File: src/rtl/hazard_pkg.sv
// Shared types for the pipeline hazard controller: scoreboard entry, memory FSM state and
// the forward-select width helper.
package hazard_pkg;

    // Widest register index any instance may use; narrower indices are zero-extended.
    localparam int unsigned REG_W_MAX = 8;

    typedef struct packed {
        logic                 valid;
        logic [REG_W_MAX-1:0] rd;
        logic                 wr;
        logic                 load;
        logic                 mem;
    } sb_entry_t;

    typedef enum logic [0:0] {
        StIdle,
        StWait
    } mem_state_e;

    function automatic int unsigned fwd_w(int unsigned nstage);
        return $clog2(nstage + 1);
    endfunction

endpackage

File: src/rtl/hazard_ctrl_if.sv
// Decode-side and data-memory signals exchanged with the hazard controller.
interface hazard_ctrl_if #(
    parameter int unsigned NSTAGE          = 2,
    parameter int unsigned REG_INDEX_WIDTH = 5
);
    localparam int unsigned FWD_W = hazard_pkg::fwd_w(NSTAGE);

    logic                       id_valid;
    logic [REG_INDEX_WIDTH-1:0] id_rs1;
    logic [REG_INDEX_WIDTH-1:0] id_rs2;
    logic                       id_rs1_used;
    logic                       id_rs2_used;
    logic [REG_INDEX_WIDTH-1:0] id_rd;
    logic                       id_reg_wr;
    logic                       id_is_load;
    logic                       id_is_store;
    logic                       br_taken;
    logic                       mem_ready;
    logic                       pc_en;
    logic                       fd_en;
    logic                       fd_flush;
    logic                       bubble;
    logic                       mem_req;
    logic [FWD_W-1:0]           fwd_a;
    logic [FWD_W-1:0]           fwd_b;

    modport master (
        output id_valid, id_rs1, id_rs2, id_rs1_used, id_rs2_used, id_rd, id_reg_wr,
               id_is_load, id_is_store, br_taken, mem_ready,
        input  pc_en, fd_en, fd_flush, bubble, mem_req, fwd_a, fwd_b
    );

    modport slave (
        input  id_valid, id_rs1, id_rs2, id_rs1_used, id_rs2_used, id_rd, id_reg_wr,
               id_is_load, id_is_store, br_taken, mem_ready,
        output pc_en, fd_en, fd_flush, bubble, mem_req, fwd_a, fwd_b
    );

endinterface

File: src/rtl/hazard_match.sv
// Per-source scoreboard search: nearest in-flight writer gives the forward select, or a
// load-use hazard when that writer is a load whose data is not yet forwardable.
module hazard_match
    import hazard_pkg::*;
#(
    parameter int unsigned NSTAGE          = 2,
    parameter int unsigned LOAD_STAGE      = 2,
    parameter int unsigned REG_INDEX_WIDTH = 5,
    localparam int unsigned FWD_W          = fwd_w(NSTAGE)
) (
    input  sb_entry_t [NSTAGE-1:0]      sb,
    input  logic [REG_INDEX_WIDTH-1:0]  rs,
    input  logic                        rs_used,
    output logic [FWD_W-1:0]            fwd,
    output logic                        load_use
);

    logic [REG_W_MAX-1:0] rs_ext;
    logic                 found;
    logic                 unused_mem;

    assign rs_ext = REG_W_MAX'(rs);

    always_comb begin
        fwd        = '0;
        load_use   = 1'b0;
        found      = 1'b0;
        unused_mem = 1'b0;
        for (int unsigned k = 0; k < NSTAGE; k++) begin
            unused_mem = unused_mem ^ sb[k].mem;
            // Array index k holds pipeline stage k+1; the first hit is the youngest writer.
            if (!found && rs_used && (rs_ext != '0) && sb[k].valid && sb[k].wr &&
                (sb[k].rd == rs_ext)) begin
                found = 1'b1;
                if (sb[k].load && ((k + 1) < LOAD_STAGE)) begin
                    load_use = 1'b1;
                end else begin
                    fwd = FWD_W'(k + 1);
                end
            end
        end
    end

endmodule

File: src/rtl/hazard_ctrl.sv
// Pipeline hazard controller: scoreboard, forwarding, load-use stall, branch flush, memory wait.
// Optional HAZARD_CTRL_PERF_EN adds saturating stall/flush/mem-wait counters.
module hazard_ctrl
    import hazard_pkg::*;
#(
    parameter int unsigned NSTAGE          = 2,  // 1..4
    parameter int unsigned LOAD_STAGE      = 2,  // 1..NSTAGE
    parameter int unsigned REG_INDEX_WIDTH = 5
) (
    input  logic        clk,
    input  logic        reset,
    hazard_ctrl_if.slave bus
`ifdef HAZARD_CTRL_PERF_EN
    ,
    output logic [31:0] stall_cycles,
    output logic [31:0] flush_count,
    output logic [31:0] mem_wait_cycles
`endif
);

    localparam int unsigned FWD_W = fwd_w(NSTAGE);

    sb_entry_t [NSTAGE-1:0] sb_q, sb_d;
    mem_state_e             state_q, state_d;
    sb_entry_t              new_entry;

    logic [FWD_W-1:0] fwd_a_raw, fwd_b_raw;
    logic             lu_a, lu_b;
    logic             mem_req, mem_stall, load_stall, br_flush;
    logic             pc_en, fd_en, fd_flush, bubble, advance;

    hazard_match #(
        .NSTAGE          (NSTAGE),
        .LOAD_STAGE      (LOAD_STAGE),
        .REG_INDEX_WIDTH (REG_INDEX_WIDTH)
    ) u_match_a (
        .sb       (sb_q),
        .rs       (bus.id_rs1),
        .rs_used  (bus.id_rs1_used),
        .fwd      (fwd_a_raw),
        .load_use (lu_a)
    );

    hazard_match #(
        .NSTAGE          (NSTAGE),
        .LOAD_STAGE      (LOAD_STAGE),
        .REG_INDEX_WIDTH (REG_INDEX_WIDTH)
    ) u_match_b (
        .sb       (sb_q),
        .rs       (bus.id_rs2),
        .rs_used  (bus.id_rs2_used),
        .fwd      (fwd_b_raw),
        .load_use (lu_b)
    );

    always_comb begin
        new_entry       = '0;
        new_entry.valid = bus.id_valid;
        new_entry.rd    = REG_W_MAX'(bus.id_rd);
        new_entry.wr    = bus.id_reg_wr;
        new_entry.load  = bus.id_is_load;
        new_entry.mem   = bus.id_is_load | bus.id_is_store;

        mem_req    = (state_q == StWait) || (sb_q[0].valid && sb_q[0].mem);
        mem_stall  = mem_req && !bus.mem_ready;
        load_stall = bus.id_valid && (lu_a || lu_b);
        br_flush   = bus.id_valid && bus.br_taken;

        pc_en    = 1'b1;
        fd_en    = 1'b1;
        fd_flush = 1'b0;
        bubble   = 1'b0;
        advance  = 1'b1;
        if (mem_stall) begin
            pc_en   = 1'b0;
            fd_en   = 1'b0;
            advance = 1'b0;
        end else if (load_stall) begin
            pc_en  = 1'b0;
            fd_en  = 1'b0;
            bubble = 1'b1;
        end else if (br_flush) begin
            fd_flush = 1'b1;
        end

        state_d = state_q;
        case (state_q)
            StIdle:  if (mem_stall) state_d = StWait;
            StWait:  if (bus.mem_ready) state_d = StIdle;
            default: state_d = StIdle;
        endcase

        sb_d = sb_q;
        if (advance) begin
            for (int unsigned k = 1; k < NSTAGE; k++) begin
                sb_d[k] = sb_q[k-1];
            end
            sb_d[0]       = new_entry;
            sb_d[0].valid = bus.id_valid && !bubble;
        end
    end

    always_ff @(posedge clk) begin
        if (reset) begin
            sb_q    <= '0;
            state_q <= StIdle;
        end else begin
            sb_q    <= sb_d;
            state_q <= state_d;
        end
    end

    // Reset forces a flushing, bubbling, free-running front end.
    assign bus.pc_en    = reset | pc_en;
    assign bus.fd_en    = reset | fd_en;
    assign bus.fd_flush = reset | fd_flush;
    assign bus.bubble   = reset | bubble;
    assign bus.mem_req  = !reset & mem_req;
    assign bus.fwd_a    = reset ? '0 : fwd_a_raw;
    assign bus.fwd_b    = reset ? '0 : fwd_b_raw;

`ifdef HAZARD_CTRL_PERF_EN
    logic [31:0] stall_q, flush_q, wait_q;
    logic        stall_ev, flush_ev, wait_ev;

    assign stall_ev = !mem_stall && load_stall;
    assign flush_ev = !mem_stall && !load_stall && br_flush;
    assign wait_ev  = (state_q == StWait);

    always_ff @(posedge clk) begin
        if (reset) begin
            stall_q <= '0;
            flush_q <= '0;
            wait_q  <= '0;
        end else begin
            if (stall_ev && (stall_q != '1)) stall_q <= stall_q + 32'd1;
            if (flush_ev && (flush_q != '1)) flush_q <= flush_q + 32'd1;
            if (wait_ev && (wait_q != '1))   wait_q  <= wait_q + 32'd1;
        end
    end

    assign stall_cycles    = stall_q;
    assign flush_count     = flush_q;
    assign mem_wait_cycles = wait_q;
`endif

endmodule

File: src/flat_wrapper.sv
// flat-port wrapper written by rule: the top's interface ports become plain ports
module hazard_ctrl_flat import hazard_pkg::*;
#(
    parameter int unsigned NSTAGE          = 2,         
    parameter int unsigned LOAD_STAGE      = 2,              
    parameter int unsigned REG_INDEX_WIDTH = 5
)
  (clk, reset, bus_id_valid, bus_id_rs1, bus_id_rs2, bus_id_rs1_used, bus_id_rs2_used, bus_id_rd, bus_id_reg_wr, bus_id_is_load, bus_id_is_store, bus_br_taken, bus_mem_ready, bus_pc_en, bus_fd_en, bus_fd_flush, bus_bubble, bus_mem_req, bus_fwd_a, bus_fwd_b);
  hazard_ctrl_if #(.NSTAGE(NSTAGE), .REG_INDEX_WIDTH(REG_INDEX_WIDTH)) bus_i ();
  input  logic clk;
  input  logic reset;
  input wire logic [$bits(bus_i.id_valid)-1:0] bus_id_valid;
  input wire logic [$bits(bus_i.id_rs1)-1:0] bus_id_rs1;
  input wire logic [$bits(bus_i.id_rs2)-1:0] bus_id_rs2;
  input wire logic [$bits(bus_i.id_rs1_used)-1:0] bus_id_rs1_used;
  input wire logic [$bits(bus_i.id_rs2_used)-1:0] bus_id_rs2_used;
  input wire logic [$bits(bus_i.id_rd)-1:0] bus_id_rd;
  input wire logic [$bits(bus_i.id_reg_wr)-1:0] bus_id_reg_wr;
  input wire logic [$bits(bus_i.id_is_load)-1:0] bus_id_is_load;
  input wire logic [$bits(bus_i.id_is_store)-1:0] bus_id_is_store;
  input wire logic [$bits(bus_i.br_taken)-1:0] bus_br_taken;
  input wire logic [$bits(bus_i.mem_ready)-1:0] bus_mem_ready;
  output wire logic [$bits(bus_i.pc_en)-1:0] bus_pc_en;
  output wire logic [$bits(bus_i.fd_en)-1:0] bus_fd_en;
  output wire logic [$bits(bus_i.fd_flush)-1:0] bus_fd_flush;
  output wire logic [$bits(bus_i.bubble)-1:0] bus_bubble;
  output wire logic [$bits(bus_i.mem_req)-1:0] bus_mem_req;
  output wire logic [$bits(bus_i.fwd_a)-1:0] bus_fwd_a;
  output wire logic [$bits(bus_i.fwd_b)-1:0] bus_fwd_b;
  assign bus_i.id_valid = bus_id_valid;
  assign bus_i.id_rs1 = bus_id_rs1;
  assign bus_i.id_rs2 = bus_id_rs2;
  assign bus_i.id_rs1_used = bus_id_rs1_used;
  assign bus_i.id_rs2_used = bus_id_rs2_used;
  assign bus_i.id_rd = bus_id_rd;
  assign bus_i.id_reg_wr = bus_id_reg_wr;
  assign bus_i.id_is_load = bus_id_is_load;
  assign bus_i.id_is_store = bus_id_is_store;
  assign bus_i.br_taken = bus_br_taken;
  assign bus_i.mem_ready = bus_mem_ready;
  assign bus_pc_en = bus_i.pc_en;
  assign bus_fd_en = bus_i.fd_en;
  assign bus_fd_flush = bus_i.fd_flush;
  assign bus_bubble = bus_i.bubble;
  assign bus_mem_req = bus_i.mem_req;
  assign bus_fwd_a = bus_i.fwd_a;
  assign bus_fwd_b = bus_i.fwd_b;
  hazard_ctrl #(.NSTAGE(NSTAGE), .LOAD_STAGE(LOAD_STAGE), .REG_INDEX_WIDTH(REG_INDEX_WIDTH)) u_core (.clk(clk), .reset(reset), .bus(bus_i));
endmodule
File: config.mk
export PLATFORM = sky130hd
export DESIGN_NAME = hazard_ctrl_flat
export DESIGN_NICKNAME = d
export VERILOG_FILES = /design/src/rtl/hazard_pkg.sv /design/src/rtl/hazard_ctrl_if.sv /design/src/rtl/hazard_match.sv /design/src/rtl/hazard_ctrl.sv /design/src/flat_wrapper.sv
export SDC_FILE = /design/constraint.sdc
export NUM_CORES = 1
export LEC_CHECK = 0
export BUFFER_PORTS_ARGS = -buffer_cell sky130_fd_sc_hd__buf_4
export CAP_MARGIN = 20
export CORE_UTILIZATION = 50
export CTS_CLUSTER_SIZE = 20
export DETAILED_ROUTE_END_ITERATION = 12
export GPL_ROUTABILITY_DRIVEN = 0
export MAX_ROUTING_LAYER = met4
export PLACE_DENSITY_LB_ADDON = 0.25
export SYNTH_ARGS = -nofsm -noshare
export SYNTH_HDL_FRONTEND = slang
export SYNTH_HIERARCHICAL = 1
export SYNTH_SLANG_ARGS = --single-unit
File: constraint.sdc
create_clock -name clk -period 2.2 [get_ports clk]
set_clock_uncertainty 0.2 [all_clocks]
set_input_delay 0.11 -clock clk [delete_from_list [all_inputs] [get_ports clk]]
set_output_delay 0.11 -clock clk [all_outputs]
set_load 0.03 [all_outputs]
After elaboration in Yosys (flattened, before gate mapping)
Cells that the tools add are included.
{ "word_totals": {"register_bits": 17, "latch_bits": 0, "ramBits": 0, "romBits": 0, "input_bits": 25, "output_inout_bits": 9, "word_cells": 73, "n_memories": 0} }
{ "classes": {"addsub": 0, "n_mul": 0, "div_mod_pow": 0, "n_lt_le_gt_ge": 0, "n_eq_ne": 4, "shifts": 0, "n_mux": 22, "n_bitwise": 6, "n_reduce_logical": 32} }
{ "op_table": {"columns": ["cell", "n"], "rows": [
  ["$logic_and 1x1->1", 23],
  ["$eq 5x5->1", 4],
  ["$mux 1", 17],
  ["$reduce_bool 8->1", 2],
  ["$mux 2", 4],
  ["$logic_not 1->1", 5],
  ["$or 1x1->1", 4],
  ["$logic_or 1x1->1", 2],
  ["$pmux 1 s2", 1],
  ["$and 1x1->1", 1],
  ["$not 1->1", 1]
]} }

Depth between registers and ports, before layout
Gate-level depths: netlist of the first run.
{ "depth": {"ltp_word": 14, "ltp_mapped": 7, "depth_no_buf": 7} }

Hierarchy
Netlist of the first run, hierarchy kept.
{ "modules_own_cells": {"columns": ["module", "instances", "cells_per_inst", "area_per_inst_um2", "seq_area_each_um2"], "rows": [
  ["hazard_ctrl", 1, 95, 878.3, 380.4],
  ["hazard_match", 2, 23, 193.9, 0.0]
]} }

Worst setup path before layout of the first run
Ideal clock, no wire load.
{ "synth_timing": {"path_kind": "input to output", "start": "input bus_id_rs2[1]", "end": "output bus_pc_en", "t_arrival_ns": 1.759, "t_required_ns": 1.890, "setup_slack_ns": 0.131, "path_stages": 7, "n_path_buf": 1, "path_cell_list": "or4_4 -> o21ai_4 -> nor3_2 -> and2_1 -> o21ai_0 -> a21o_1 -> buf_4"} }
{ "synth_between": {"elab_chain_cells": 11, "elab_cells_between_ends": 12, "classes_between": "eq/ne: 1; mux: 3; bitwise: 1; reduce/logical: 7"} }
{ "synth_lines": {"columns": ["item", "line_no", "rtl"], "rows": [
  ["start, declared", "flat_wrapper.sv:14", "input wire logic [$bits(bus_i.id_rs2)-1:0] bus_id_rs2;"],
  ["$reduce_bool 8->1", "hazard_match.sv:32", "if (!found && rs_used && (rs_ext != '0) && sb[k].valid && sb[k].wr &&"],
  ["$logic_and 1x1->1 (3 in series)", "hazard_match.sv:32", null],
  ["$logic_and 1x1->1 *", "hazard_match.sv:32", null],
  ["$mux 1 *", "hazard_match.sv:32", null],
  ["via u_core.lu_b", "hazard_ctrl.sv:28", "logic lu_a, lu_b;"],
  ["$logic_or 1x1->1 *", "hazard_ctrl.sv:66", "load_stall = bus.id_valid && (lu_a || lu_b);"],
  ["$logic_and 1x1->1 *", "hazard_ctrl.sv:66", null],
  ["$mux 1 * (2 in series)", null, null],
  ["$or 1x1->1 *", null, null],
  ["end, declared", "flat_wrapper.sv:23", "output wire logic [$bits(bus_i.pc_en)-1:0] bus_pc_en;"]
]} }
Mark *: on every way through the listed nets, which the timed path passes. The rest lies on a longest branch.

Worst setup path in the final report of the first run
{ "layout_timing": {"start": "register u_core/sb_q[7] in the netlist's numbering", "end": "output bus_fd_flush"} }
{ "layout_between": {"elab_chain_cells": 8, "elab_cells_between_ends": 11, "classes_between": "eq/ne: 2; mux: 4; bitwise: 1; reduce/logical: 4"} }
{ "layout_lines": {"columns": ["item", "line_no", "rtl"], "rows": [
  ["start, declared", "hazard_ctrl.sv:23", "sb_entry_t [NSTAGE-1:0] sb_q, sb_d;"],
  ["start signal, assigned", "hazard_ctrl.sv:105", "sb_q <= '0;"],
  ["start signal, assigned", "hazard_ctrl.sv:108", "sb_q <= sb_d;"],
  ["$eq 5x5->1", "hazard_match.sv:33", "(sb[k].rd == rs_ext)) begin"],
  ["$logic_and 1x1->1", "hazard_match.sv:32", null],
  ["$mux 1", "hazard_match.sv:32", null],
  ["via u_core.lu_b", "hazard_ctrl.sv:28", null],
  ["$logic_or 1x1->1", "hazard_ctrl.sv:66", null],
  ["$logic_and 1x1->1", "hazard_ctrl.sv:66", null],
  ["$mux 1", "hazard_ctrl.sv:78", "end else if (load_stall) begin"],
  ["$mux 1", "hazard_ctrl.sv:74", "if (mem_stall) begin"],
  ["$or 1x1->1", "hazard_ctrl.sv:116", "assign bus.fd_flush = reset | fd_flush;"],
  ["end, declared", "flat_wrapper.sv:25", "output wire logic [$bits(bus_i.fd_flush)-1:0] bus_fd_flush;"]
]} }
The timed path passes the listed nets, and every way through them passes these cells.

==> results_dict.tcl, run 1 <==
set metrics [dict create \
    status "completed" \
    netlist_instances 133 \
    critPathLaunchType "flip-flop" \
    drt_iter0_markers 6 \
    ant_nets 0 \
    ff2ff_path_depth 5 \
    die_w_um 50.73 \
    drc 0 \
    dpl.hpwl_mm 2.021 \
    grt_overflow 0 \
    placedInstanceArea_um2 1478 \
    slew_violations 0 \
    fmax_ghz 0.4547 \
    die-area_um2 2574 \
    coreArea_um2 2233 \
    holdWs_ns 0.02368 \
    grt_pass1_vias 993 \
    drt_wl_total_mm 2.626 \
    hp-start "reset" \
    timing.rr.end "u_core/sb_q[0]" \
    cts_buffer_depth 2 \
    critPathMaxFanout 3 \
    ys_warn_count 6 \
    crit_path_end_kind "output pin" \
    syn_to_final_growth_pct 36.67 \
    cap_violations 0 \
    diodes 0 \
    drive_above_1_share 0.3172 \
    fin_ws_ns 0.0008753 \
    via_count 1094 \
    timing.reg2reg.setup_slack_ns 0.37 \
    hold_violations 0 \
    cts_buffers 3 \
    ir_drop_uv 402.9 \
    totalPowerFinal_uw 681.8 \
    vias_per_cell 5.112 \
    wl_per_cell_um 12.27 \
    num_rows 17 \
    die_y_um 50.73 \
    ctsRootBufferMaster "clkbuf_4" \
    clk_latency_ns 0.28 \
    dr.pass1.iters 4 \
    fin_crit_sh 0.9996 \
    hold-path-endpoint "u_core/state_q" \
    holdPathStages 2 \
    antenna_found_initial 0 \
    avgSynthCellArea_um2 8.928 \
    multi_input_comb_area_um2 854.6 \
    power_density_nw_per_um2 420.1 \
    arrival_ns 1.89 \
    grt_first_pass_wirelength_mm 4.360 \
    grt_max_degree 34 \
    start_util 0.5317 \
    syn_area_um2 1187 \
    min_path_type "input pin to flip-flop" \
    ff_latch_area_um2 346.6 \
    finalNetCount 212 \
    grt_use_total 0.2358 \
    io_buffer_count 33 \
    finalSetupViolations 0 \
    cts_tree "yes" \
    final_cell_area_um2 1623 \
    cp.required_ns 1.89 \
    leakagePower_nw 0.6305 \
    fill_cells 188 \
    clk_pin_slew_ns 0.09 \
    ioPinCount 34 \
    fin_util 0.7266 \
    critical_path_class "flip-flop to output pin" \
    cts.sinks 17 \
    dp_slack_ns 0.1029 \
    regToRegStartpoint "u_core/sb_q[11]" \
    htreeDepth 1 \
    period_needed_ns 2.199 \
]
==> how the worst max path moves through the flow <==
stage | start | endpoint | slack, ns | depth (start not counted)
floorplan | bus_id_rs2[1] | bus_pc_en | 0.13 | 7
global placement | bus_id_rs2[1] | bus_fd_flush | 0.12 | 8
CTS | u_core/sb_q[5] | bus_fd_en | 0.004 | 7
finish | u_core/sb_q[7] | bus_fd_flush | 0.0009 | 7
detailed placement | bus_id_rs2[1] | bus_fd_flush | 0.10 | 8
global route | u_core/sb_q[7] | bus_fd_flush | -0.04 | 7
==> where the power goes <==
part           switching, mW  leakage [nW]  internal (mW)
clock network         0.0879        0.0150         0.0703
logic                 0.0803         0.474         0.0958
registers             0.0206         0.142          0.327
==> flip-flops by register name, indices dropped and copies added (netlist names) <==
| name | cells |
|---|---|
| u_core/state_q | 1 |
| u_core/sb_q | 16 |
==> what timing repair did <==
item	in CTS	in global routing
buffers inserted	0	2
pin swaps	0	4
resized for setup	3	5
hold endpoints to repair	9	0
hold buffers	9	0
endpoints found under the setup margin	3	4
==> area by class of cell <==
class                           count  area share
Timing Repair Buffer               45      0.2221
Clock buffer                        4     0.01619
Multi-Input combinational cell    120      0.5266
Sequential cell                    17      0.2136
Tap cell                           28     0.02159
==> through the flow <==
stage / setup TNS (ns) / instances
2_1_floorplan: 0 / 144
3_3_place_gp: 0 / 199
3_5_place_dp: 0 / 199
4_1_cts: 0 / 212
5_1_grt: -0.1062 / 214
6_report: 0 / 214
==> worst max-delay path: stages (launching register included) <==
cell and delay [ns]:
dfxtp_2 0.35, xnor2_1 0.17, nand4b_1 0.17, nor3_2 0.28
and2_4 0.19, nor3b_1 0.05, a31o_2 0.24, buf_4 0.16
==> routing by layer <==
metal / global-route usage / share of wire
met1: 0.2755 / 0.45
met2: 0.4133 / 0.50
met3: 0.01818 / 0.031
met4: 0.09722 / 0.016
met5: - / 0
==> cells in the final DEF (no fill, tap or decap), types with 2 or more instances in the layout <==
cell type / instances
mux2i_1: 8
xor2_1: 10
dfxtp_2: 5
nor2b_1: 11
o21ai_4: 2
o21ai_0: 7
dlygate4sd3_1: 9
nand2b_1: 16
nor4_1: 4
nor2_1: 4
nand4_1: 4
nor3b_1: 4
clkbuf_4: 3
buf_4: 36
o21ai_1: 8
nor3_2: 4
xnor2_1: 10
nand4b_1: 2
dfxtp_1: 12
conb_1: 12
or4_4: 2
nor3_1: 2
Power figures use the tool's default switching activity.
==> run 2, diff against run 1 <==
CTS_BUF_LIST = sky130_fd_sc_hd__clkbuf_8   (was default)
==> run 2 against run 1 <==
  * Register-to-register slack better by 0.20 ns
  * Core utilization down 2.5 points
  * Worst setup slack better by 0.057 ns
  * Die area unchanged
  * Largest power group unchanged
  * Power up 7.7%
  * Clock-buffer cell count down 1
  * Sequential share of layout area up 0.67 points
  * Critical path depth unchanged
  * Final cell count down 3.3%
  * Non-clock buffer count down 7
  * Critical path type unchanged
  * Highest routed layer unchanged
  * Fmax up 2.7%
==> results_dict.tcl, run 2 (same netlist as run 1, synthesis figures left out) <==
set metrics [dict create \
    vias_per_cell 5.121 \
    grt.busiest_layer "met2" \
    timing.reg2reg.setup_slack_ns 0.57 \
    crit_path_end_kind "output pin" \
    ioPinCount 34 \
    regToRegStartpoint "u_core/sb_q[7]" \
    use_met3 0.01818 \
    drt_wl_total_mm 2.570 \
    holdPathStages 3 \
    drt_iter0_markers 4 \
    htreeDepth 1 \
    clk_latency_ns 0.25 \
    via_count 1060 \
    final_cell_mix "buf_4, nand2b_1, dfxtp_1" \
    hold_violations 0 \
    cts_buffers 3 \
    period_needed_ns 2.142 \
    syn_to_final_growth_pct 32.03 \
    met1_usage 0.2779 \
    power.share.switching 0.2677 \
    final_common_cell "buf_4" \
    fin_util 0.7020 \
    drc 0 \
    status "completed" \
    finalSetupViolations 0 \
    hp-start "bus_id_is_store" \
    critPathLaunchType "flip-flop" \
    cap_violations 0 \
    top_regs "u_core/sb_q (16), u_core/state_q (1)" \
    final_cell_area_um2 1568 \
    antenna_found_initial 0 \
    num_rows 17 \
    die-area_um2 2574 \
    grt_use_total 0.2314 \
    ant_nets 0 \
    min_path_type "input pin to flip-flop" \
    die_w_um 50.73 \
    ff2ff_path_depth 7 \
    holdWs_ns 0.006609 \
    fin_crit_sh 0.9736 \
    fmax_ghz 0.4669 \
    cts.sinks 17 \
    critical_path_class "flip-flop to output pin" \
    power_switching_uw 196.7 \
    wl_per_cell_um 12.42 \
    cts_buffer_depth 2 \
    grt_pass1_vias 961 \
    met2_usage 0.3956 \
    grt_max_degree 34 \
    drive_above_1_share 0.3184 \
    ctsRootBufferMaster "clkbuf_8" \
    largest-register "u_core/sb_q" \
    p_comb_frac 0.225 \
    dr.pass1.iters 4 \
    seqPwrFrac 0.473 \
    ir_drop_uv 542.7 \
    clock_power_share 0.302 \
    crit_start "u_core/sb_q[7]" \
    start_util 0.5317 \
    finalNetCount 205 \
    diodes 0 \
    die_y_um 50.73 \
    largest_reg_flops 16 \
    power_density_nw_per_um2 468.6 \
    slew_violations 0 \
    timing.rr.end "u_core/sb_q[11]" \
    placedInstanceArea_um2 1478 \
    dpl.hpwl_mm 2.021 \
    clk_pin_slew_ns 0.06 \
    grt_first_pass_wirelength_mm 4.284 \
    cts_tree "yes" \
    arrival_ns 1.83 \
    io_buffer_count 33 \
    critPathMaxFanout 3 \
    coreArea_um2 2233 \
    cp.required_ns 1.89 \
    grt_overflow 0 \
    hold-path-endpoint "u_core/sb_q[0]" \
    leakagePower_nw 0.6107 \
    intPower_uw 538.0 \
]
-- run 2: through the flow --
| stage | cells | power (mW) | setup TNS (ns) | setup WS [ns] |
|---|---|---|---|---|
| after floorplan | 144 | 0.4464 | 0 | 0.1309 |
| after global placement | 199 | 0.5090 | 0 | 0.1192 |
| after detailed placement | 199 | 0.5140 | 0 | 0.1029 |
| after CTS | 205 | 0.7396 | 0 | 0.002216 |
| after global routing | 207 | 0.7720 | -0.07547 | -0.02993 |
| final | 207 | 0.7346 | 0 | 0.05810 |
-- run 2: how the worst max path moves through the flow --
stage / slack [ns] / endpoint / depth (start not counted)
4_1_cts: 0.002 / bus_fd_en / 7
2_1_floorplan: 0.13 / bus_pc_en / 7
3_3_place_gp: 0.12 / bus_fd_flush / 8
3_5_place_dp: 0.10 / bus_fd_flush / 8
5_1_grt: -0.03 / bus_pc_en / 7
6_report: 0.06 / bus_fd_flush / 7
-- run 2: metal layers --
metal	vias up	part of all wire	routed length (um)
met5	-	0	0
li1	546	-	-
met3	8	0.032	81
met4	0	0.022	57
met2	29	0.49	1252
met1	477	0.46	1178
-- run 2: critical path, stage by stage, from the launching register on --
cell and delay [ns]:
dfxtp_2 0.34, xnor2_1 0.17, nand4b_1 0.17, nor3_2 0.24, and2_1 0.20, nor3b_1 0.07
a31o_2 0.24, buf_4 0.16
-- run 2: layout make-up --
cell class              instances  area [um^2]
multi-input cells             120        852.1
fillers                       195        665.6
flip-flops and latches         17        345.3
repair buffers                 38        290.3
clock buffers                   3        41.29
well taps                      28        35.03
clock inverters                 1        3.754
-- run 2: power by group through the flow --
stage	logic, mW	registers (mW)	clock network [mW]
after global placement	0.157	0.352	0
after CTS	0.165	0.346	0.229
after global routing	0.181	0.350	0.241
after floorplan	0.0998	0.347	0
after detailed placement	0.161	0.353	0
final	0.165	0.348	0.222
-- run 2: timing repair --
| item | in CTS | in global routing |
|---|---|---|
| hold endpoints to repair | 5 | 0 |
| endpoints found under the setup margin | 0 | 4 |
| buffers inserted | 0 | 2 |
| hold buffers | 2 | 0 |
| gates resized for setup | 0 | 6 |
==> run 3, diff against run 2 <==
SYNTH_HIERARCHICAL = default   (was 1)
==> run 3 against run 2 <==
  * Global-route usage up 6.9 points
  * Worst setup slack improved by 0.029 ns
  * Final cell count decreased by 5.8%
  * Design area is 7.8% lower
  * Register-to-register slack worse by 0.48 ns
  * Clock-buffer cell count did not move
  * Core utilization increased by 12 points
  * Area after synthesis decreased by 19%
  * Critical path depth decreased by 1
  * Die area decreased by 19%
  * Sequential power barely moved
  * Critical path type unchanged
==> results_dict.tcl, run 3 <==
set metrics [dict create \
    critical_path_class "flip-flop to output pin" \
    layout.cells.non_filler 195 \
    ctsRootBufferMaster "clkbuf_8" \
    via_count 1035 \
    diodes 0 \
    cts.sinks 17 \
    fin_crit_sh 0.9602 \
    relSlewSlack 0.7664 \
    syn_area_um2 958.4 \
    coreArea_um2 1764 \
    yosys-top-cells-area "dfxtp_1, xnor2_1, nand2_1, a21oi_1, or3_4" \
    antenna_found_initial 0 \
    clk_latency_ns 0.25 \
    num_rows 15 \
    period_needed_ns 2.112 \
    critPathLaunchType "flip-flop" \
    min_path_type "input pin to flip-flop" \
    fin_ws_ns 0.08752 \
    dpl.hpwl_mm 1.859 \
    syn-num-nets 146 \
    yosysUniqueCellTypes 26 \
    slew_violations 0 \
    totalPowerFinal_uw 741.0 \
    hold_violations 0 \
    ff2ff_path_depth 6 \
    ys_warn_count 0 \
    arrival_ns 1.80 \
    fmax_ghz 0.4734 \
    ioPinCount 34 \
    die_w_um 45.78 \
    fin_setup_tns_ns 0 \
    syn_to_final_growth_pct 50.78 \
    ant_nets 0 \
    final_cell_mix "buf_4, nand2_1, xnor2_1" \
    final_common_cell "buf_4" \
    drc 0 \
    status "completed" \
    grt_overflow 0 \
    worstMarginPinSlew_ns 0.3503 \
    grt_max_degree 23 \
    wl_per_cell_um 13.79 \
    largest-register "u_core.sb_q" \
    drive_above_1_share 0.3059 \
    fin_util 0.8191 \
    grt_use_total 0.3008 \
    rsz0062_at_grt "true" \
    leakagePower_nw 0.5891 \
    io_buffer_count 33 \
    synthArstFlopShare 0 \
    synth_most_common_cell "nand2_1" \
    synth_edf_count 0 \
    cap_violations 0 \
    cp.required_ns 1.89 \
    synth_top_cells_by_count "nand2_1, xnor2_1, dfxtp_1" \
    grt_first_pass_wirelength_mm 4.229 \
    cts_tree "yes" \
    finalSetupViolations 0 \
    placedInstanceArea_um2 1216 \
    die_y_um 45.78 \
    grt_pass1_vias 957 \
    yosysTopAreaCell "dfxtp_1" \
    htreeDepth 1 \
    finalNetCount 196 \
    cts_buffer_depth 2 \
    synth_ff_type "dfxtp_1" \
    holdWs_ns 0.06644 \
    drt_iter0_markers 18 \
    synth-seq-cells 17 \
    largest_reg_flops 16 \
    holdPathStages 4 \
    cts_buffers 3 \
    yosysSeqAreaShare 0.3551 \
    ir_drop_uv 459.1 \
    avgSynthCellArea_um2 7.921 \
    die-area_um2 2096 \
    crit_path_end_kind "output pin" \
    top_regs "u_core.sb_q (16), u_core.state_q (1)" \
    dr.pass1.iters 4 \
    vias_per_cell 5.308 \
    synth_top_area_frac 0.3551 \
    dp_cells 174 \
    netlist_instances 121 \
    start_util 0.5433 \
    clk_pin_slew_ns 0.06 \
    final_cell_area_um2 1445 \
    drt_wl_total_mm 2.690 \
    power_density_nw_per_um2 512.8 \
    dp_slack_ns 0.3228 \
    critPathMaxFanout 4 \
]
==> run 3: worst max-delay path, stage by stage (launching register included) <==
cell and delay, ns:
dfxtp_2 0.35, xnor2_1 0.18, nand4_1 0.11, or3_4 0.40
a21boi_4 0.20, a31o_1 0.16, buf_4 0.15
==> run 3: kinds of logic after synthesis <==
family | share of synthesized area
AO/OA/AOI/OAI | 0.1501
XOR/XNOR | 0.1828
AND/OR/NAND/NOR | 0.2781
flip-flops | 0.3551
buffers and inverters | 0.03394
==> run 3: power breakdown <==
group | total (mW) | leakage [nW] | switching, mW | internal [mW]
clock | 0.226 | 0.0269 | 0.103 | 0.124
sequential | 0.349 | 0.142 | 0.0223 | 0.327
combinational | 0.166 | 0.421 | 0.0716 | 0.0942
total | 0.741 | 0.589 | 0.196 | 0.545
==> run 3: cell type report <==
cell class	instances	area, um^2
Multi-Input combinational cell	97	594.3
Timing Repair Buffer	51	425.4
Sequential cell	17	345.3
Fill cell	133	319.1
Clock buffer	3	41.29
Tap cell	25	31.28
Clock inverter	1	3.754
Inverter	1	3.754
==> run 3: final timing paths <==
check / from / end / slack [ns]
hold / removal: bus_mem_ready / u_core.sb_q[0] / 0.07
setup reg to reg: u_core.sb_q[11] / u_core.sb_q[7] / 0.09
setup / recovery: u_core.sb_q[4] / bus_bubble / 0.09
hold reg to reg: u_core.sb_q[14] / u_core.sb_q[14] / 0.27
==> run 3: routing by layer <==
layer  wire (um)  vias to the layer above  global-route usage
met5           0                        -                   -
met4          44                        0              0.1118
met3         123                        6             0.03571
met2        1342                       39              0.5114
met1        1180                      483              0.3627
li1            -                      507                   -
==> run 3: repair_timing <==
item                                    CTS  global route
gates resized for setup                   0             6
setup buffers                             0             0
hold buffers                             17             0
hold endpoints to repair                 13             0
endpoints found under the setup margin    0             7
